$ cat config.mk
export PLATFORM = sky130hd
export DESIGN_NAME = gun_flash_sequencer
export DESIGN_NICKNAME = d
export VERILOG_FILES = /design/src/rtl/gun_flash_sequencer_pkg.sv /design/src/rtl/gun_flash_sequencer_flash_frame_counter.sv /design/src/rtl/gun_flash_sequencer.sv
export SDC_FILE = /design/constraint.sdc
export NUM_CORES = 1
export LEC_CHECK = 0
export ABC_AREA = 1
export ABC_CLOCK_PERIOD_IN_PS = 5530
export BUFFER_PORTS_ARGS = -buffer_cell sky130_fd_sc_hd__buf_4
export CELL_PAD_IN_SITES_DETAIL_PLACEMENT = 0
export CELL_PAD_IN_SITES_GLOBAL_PLACEMENT = 1
export CORE_ASPECT_RATIO = 1.4
export CORE_MARGIN = 2
export CORE_UTILIZATION = 30
export CTS_CLUSTER_SIZE = 16
export DETAILED_ROUTE_END_ITERATION = 7
export PLACE_DENSITY = 0.6
export SYNTH_ARGS = -nofsm -noshare
export SYNTH_HDL_FRONTEND = slang
export SYNTH_SLANG_ARGS = --single-unit
$ cat constraint.sdc
create_clock -name clk -period 5.53 [get_ports clk]
set_input_delay 0.8295 -clock clk [delete_from_list [all_inputs] [get_ports clk]]
set_output_delay 0.8295 -clock clk [all_outputs]
set_load 0.02 [all_outputs]
$ cat src/rtl/gun_flash_sequencer_pkg.sv
// Shared definitions for the light-gun flash sequencer and the trigger logic
// that samples the photodetector. The trigger side derives its evaluation
// delay from the same frame-count defaults used here.
package gun_flash_sequencer_pkg;

  typedef enum logic [1:0] {
    IDLE  = 2'd0,
    PRE   = 2'd1,
    BLACK = 2'd2,
    WHITE = 2'd3
  } flash_state_t;

  localparam int DEF_PRE_FRAMES   = 8;
  localparam int DEF_BLACK_FRAMES = 1;
  localparam int DEF_WHITE_FRAMES = 2;

  // Frames from shot until the first white frame: when the trigger logic
  // should start looking at the photodetector.
  localparam int EVAL_DELAY_FRAMES = DEF_PRE_FRAMES + DEF_BLACK_FRAMES;

  function automatic int max3(input int a, input int b, input int c);
    int m;
    m = (a > b) ? a : b;
    return (m > c) ? m : c;
  endfunction

endpackage

$ cat src/rtl/gun_flash_sequencer_flash_frame_counter.sv
// Frame counter for the flash sequencer: clears on request, counts new_frame
// pulses, and flags the pulse that completes the current phase against a
// runtime limit.
module flash_frame_counter
  import gun_flash_sequencer_pkg::*;
#(
  parameter int W = 4
) (
  input  logic         clk,
  input  logic         rst,
  input  logic         clear,
  input  logic         count_en,
  input  logic [W-1:0] limit,
  output logic         terminal
);

  logic [W-1:0] count;

  // Clear has priority so the phase change and the restart happen together.
  always_ff @(posedge clk or negedge rst) begin
    if (!rst) begin
      count <= '0;
    end else if (clear) begin
      count <= '0;
    end else if (count_en) begin
      count <= count + 1'b1;
    end
  end

  assign terminal = count_en && (count == limit - 1'b1);

endmodule

$ cat src/rtl/gun_flash_sequencer.sv
// Screen-side light-gun flash sequencer. On an accepted shot it locks input,
// waits PRE_FRAMES frames, forces BLACK_FRAMES all-black frames, then
// WHITE_FRAMES target-only frames. In mouse mode the timing and lock are the
// same but no flash is drawn.
// Optional feature: define GUN_AMBIENT_CHECK_EN to enable the sticky
// ambient_fault flag (light sensed at the end of a black frame).
module gun_flash_sequencer
  import gun_flash_sequencer_pkg::*;
#(
  parameter int PRE_FRAMES   = DEF_PRE_FRAMES,
  parameter int BLACK_FRAMES = DEF_BLACK_FRAMES,
  parameter int WHITE_FRAMES = DEF_WHITE_FRAMES
) (
  input  logic clk,
  input  logic rst,
  input  logic new_frame,
  input  logic shot_fired,
  input  logic gun_is_connected,
  input  logic gun_photodetector,
  output logic lock,
  output logic flash_black,
  output logic flash_target,
  output logic busy,
  output logic ambient_fault
);

  localparam int CW = $clog2(max3(PRE_FRAMES, BLACK_FRAMES, WHITE_FRAMES) + 1);

  flash_state_t  state;
  logic          gun_mode;
  logic [CW-1:0] limit;
  logic          terminal;
  logic          cnt_clear;
  logic          cnt_en;

  // Phase length for the running phase; IDLE never counts.
  always_comb begin
    limit = CW'(PRE_FRAMES);
    case (state)
      BLACK:   limit = CW'(BLACK_FRAMES);
      WHITE:   limit = CW'(WHITE_FRAMES);
      default: limit = CW'(PRE_FRAMES);
    endcase
  end

  // A new_frame arriving with the accepting shot is not counted because the
  // counter is held clear while IDLE.
  assign cnt_en    = new_frame && (state != IDLE);
  assign cnt_clear = (state == IDLE) || terminal;

  flash_frame_counter #(
    .W (CW)
  ) u_counter (
    .clk      (clk),
    .rst      (rst),
    .clear    (cnt_clear),
    .count_en (cnt_en),
    .limit    (limit),
    .terminal (terminal)
  );

  // Sequencer FSM; outputs are registered alongside each state transition.
  always_ff @(posedge clk or negedge rst) begin
    if (!rst) begin
      state        <= IDLE;
      gun_mode     <= 1'b0;
      lock         <= 1'b0;
      busy         <= 1'b0;
      flash_black  <= 1'b0;
      flash_target <= 1'b0;
    end else begin
      case (state)
        IDLE: begin
          if (shot_fired) begin
            state    <= PRE;
            gun_mode <= gun_is_connected;
            lock     <= 1'b1;
            busy     <= 1'b1;
          end
        end
        PRE: begin
          if (terminal) begin
            state       <= BLACK;
            flash_black <= gun_mode;
          end
        end
        BLACK: begin
          if (terminal) begin
            state        <= WHITE;
            flash_black  <= 1'b0;
            flash_target <= gun_mode;
          end
        end
        WHITE: begin
          if (terminal) begin
            state        <= IDLE;
            flash_target <= 1'b0;
            lock         <= 1'b0;
            busy         <= 1'b0;
          end
        end
        default: begin
          state <= IDLE;
        end
      endcase
    end
  end

`ifdef GUN_AMBIENT_CHECK_EN
  // Sticky ambient-light flag: sampled on the closing cycle of each black
  // frame, cleared only by reset or the next accepted shot.
  always_ff @(posedge clk or negedge rst) begin
    if (!rst) begin
      ambient_fault <= 1'b0;
    end else if ((state == IDLE) && shot_fired) begin
      ambient_fault <= 1'b0;
    end else if ((state == BLACK) && new_frame && gun_mode && gun_photodetector) begin
      ambient_fault <= 1'b1;
    end
  end
`else
  logic unused_photodetector;
  assign unused_photodetector = gun_photodetector;
  assign ambient_fault        = 1'b0;
`endif

endmodule

==> summary.md <==
| Metric | Value |
|---|---|
| Status | `complete, no violations` |
| Leading cell type by number of instances after synthesis | `nand2_1` |
| Count of non-filler cells in the finished layout | `128` |
| Worst slack on hold paths | `374 ps` |
| Number of synthesized register bits | `10` |
| Number of buffers added by the clock tree synthesis step | `3` |
| Post-synthesis cell area | `704 um2` |
| Post-Place Setup Slack | `3630 ps` |
| Fmax | `0.527 GHz` |
| Share of the synthesized area in the top cell type | `35.5%` |
| Commonest cells in the synthesized netlist | `nand2_1, inv_1, dfrtp_1, nor2_1, ha_1` |
| Hpwl dp | `1.05 mm` |
| Overall power | `0.409 mW` |
| Classification of the worst setup path | `reg -> reg` |
| Number of enable flip-flop cells after synthesis | `0` |
| Crit path max-delay cell type | `dfrtp_1` |
| DRC viols | `0` |
| Leakage | `0.457 nW` |
| Worst hold path type | `in -> async` |
| CTS max path bufs | `2` |
| Largest net degree at the start of global routing | `11` |
| Layout Area Growth over Synthesis | `15.5%` |
| Worst-case setup margin in the final layout | `3630 ps` |
| Max incr delay on CP | `420 ps` |
| Leading cell types by total area after synthesis | `dfrtp_1, nand2_1, ha_1` |
| Total of fill cells in the finished design | `252` |
| Detailed-routing iteration count for the pre-antenna-repair pass | `4` |
| Worst path top cell family by delay | `simple AND/OR/NAND/NOR gates` |
| Net count of the mapped netlist | `109` |
| Core Region | `2200 um2` |
| Routed Antenna Nets | `0` |
| Setup clock skew after layout | `6.02 ps` |
| Multi-input gate area | `383 um2` |
| Top-Level Pins | `11` |
| Total via count after detailed routing | `569` |
| Via count of the first global-routing pass | `552` |
| Library cell used as clock root buffer | `clkbuf_4` |
| Clock latency of the later-clocked register in the worst-skew pair | `270 ps` |
| Most prevalent standard cell on the critical path | `nand2_1` |
| Max-cap violation count | `0` |
| Final weighted congestion of routability-driven global placement | `0.751` |
| Count of final setup violators | `0` |
| PortBufs | `8` |
| All-Layer GR Usage | `11.8%` |
| Largest driver fanout on the critical path | `7` |
| Clock-pin slew on the worst setup and hold paths | `70 ps` |
| Drt initial violations | `12` |
| Cells after synthesis | `96` |
| Die span in y | `61.3 um` |
| Share of flip-flops with an asynchronous set or reset after synthesis | `100%` |
| Unique masters post-synth | `19` |
| Wirelength per Cell | `10.2 um` |
| Initial antenna violation count | `0` |
| Post-synthesis sequential area ratio | `35.5%` |
| CTS-repair resized insts | `0` |
| Final setup TNS | `0 ps` |
| Buffers inserted by post-CTS timing repair | `0` |
| H-tree depth reported by CTS | `1` |
| Placed Cells | `124` |
| Ordered cell list for the critical path | `inv_1 > ha_1 > inv_2 > ha_1 > nor2_1 > nor2_1 > nand2_1 > nor2_2 > nand2_4 > nand2_4 > nand2_2 > nand2_1 > nand2_1` |
| Synth warn | `0` |
| Category of the worst setup path capture point | `register` |
| Std-Cell Rows | `20` |
| Fraction of layout instances using a drive strength above 1 | `21.7%` |
| Arrival time of data at the critical path endpoint | `2070 ps` |
| Cell taking the most area after synthesis | `dfrtp_1` |
| Number of max-slew violations in the final report | `0` |
| Horizontal die dimension | `45.0 um` |
| Setup repair after global routing missed its margin | `no` |
| First-pass GRT wire length | `2.30 mm` |
| Storage cell area | `250 um2` |
| Leading register cell type out of synthesis | `dfrtp_1` |
| Die area | `2760 um2` |
| CP required | `5700 ps` |
| Final hold vios | `0` |
| Post-CTS Hold Fix Bufs | `0` |
| Antenna diodes | `0` |
| Post-layout min period | `1900 ps` |
| Clock sinks | `10` |
| Overall overflow remaining after global route | `0` |
| Fraction of the cycle the final worst path needs | `34.3%` |
| Net count, final | `120` |
| Detailed Route WL | `1.31 mm` |
| Power per unit of standard cell area | `502 nW/um2` |
| Initial core utilization | `32.0%` |
| Vias per Instance | `4.45` |
| Type of origin of the critical path | `register` |
| Clock tree from TritonCTS | `yes` |
| Average instance area after synthesis | `7.34 um2` |
| VDD IR-drop max | `189 uV` |
| Crit path buf inv count | `2` |
power by group:
| part | internal (mW) | leakage, nW | switching [mW] |
|---|---|---|---|
| combinational | 0.0834 | 0.310 | 0.139 |
| sequential | 0.0968 | 0.126 | 0.0217 |
| clock | 0.0400 | 0.0210 | 0.0280 |
| total | 0.220 | 0.457 | 0.188 |
cells in the final DEF, fill, tap and decap left out:
master    instances
a21oi_1           2
buf_4             8
clkbuf_4          3
clkbuf_8          1
conb_1            1
dfrtp_1          10
ha_1              7
inv_1            12
inv_2             3
nand2_1          29
nand2_2           3
nand2_4           2
nand3_1           6
nand3_2           1
nand3b_1          1
nor2_1           10
nor2_2            1
o21ai_1           2
o22ai_1           1
or2_2             1
xor2_1            2
routing by layer:
metal	routed length [um]	part of all wire [%]	track usage, %
met4	41	3.1	8.82
met3	48	3.7	1.76
met5	0	0	0
met2	580	44	18.8
met1	638	49	14.1
registers in the layout, summed over array words and instances, names as in the netlist:
| name | cells |
|---|---|
| u_counter.count | 4 |
| state | 2 |
| busy | 1 |
| flash_black | 1 |
| flash_target | 1 |
| gun_mode | 1 |
metrics by stage:
step / cell area, um2 / util, %
after floorplan: 704 / -
final: 813 / 36.9
after global routing: 813 / 36.9
after global placement: 777 / 35.3
after CTS: 813 / 36.9
after detailed placement: 777 / 35.3
kinds of logic (layout without fill, tap and decap cells):
kind of cell | count (synthesis) | after routing | synth area share (%)
AND/OR/NAND/NOR | 54 | 54 | 35.2
buffers and inverters | 17 | 27 | 10.1
adder cells (fa/ha/maj) | 7 | 7 | 12.4
XOR/XNOR | 2 | 2 | 2.49
AO/OA/AOI/OAI | 5 | 5 | 3.73
other | 1 | 1 | 0.532
flip-flops | 10 | 10 | 35.5
worst paths after layout:
path                                    from                 end  slack, ps  depth (start not counted)
worst max-delay path                state[0]            state[1]       3630                         13
worst min-delay path                     rst            state[1]        370                          1
worst max register to register      state[0]            state[1]       3630                         13
worst min register to register  flash_target        flash_target        470                          2
max in group asynchronous                rst  u_counter.count[2]       5000                          1
min in group clk                flash_target        flash_target        470                          2
cell type report:
cell class | instances | area share, %
well taps | 22 | 3.38
flip-flops and latches | 10 | 30.8
inverters | 15 | 6.92
multi-input cells | 69 | 47.1
clock buffers | 4 | 4.46
repair buffers | 8 | 7.38
Note: power is estimated with default switching activity, not from simulation.
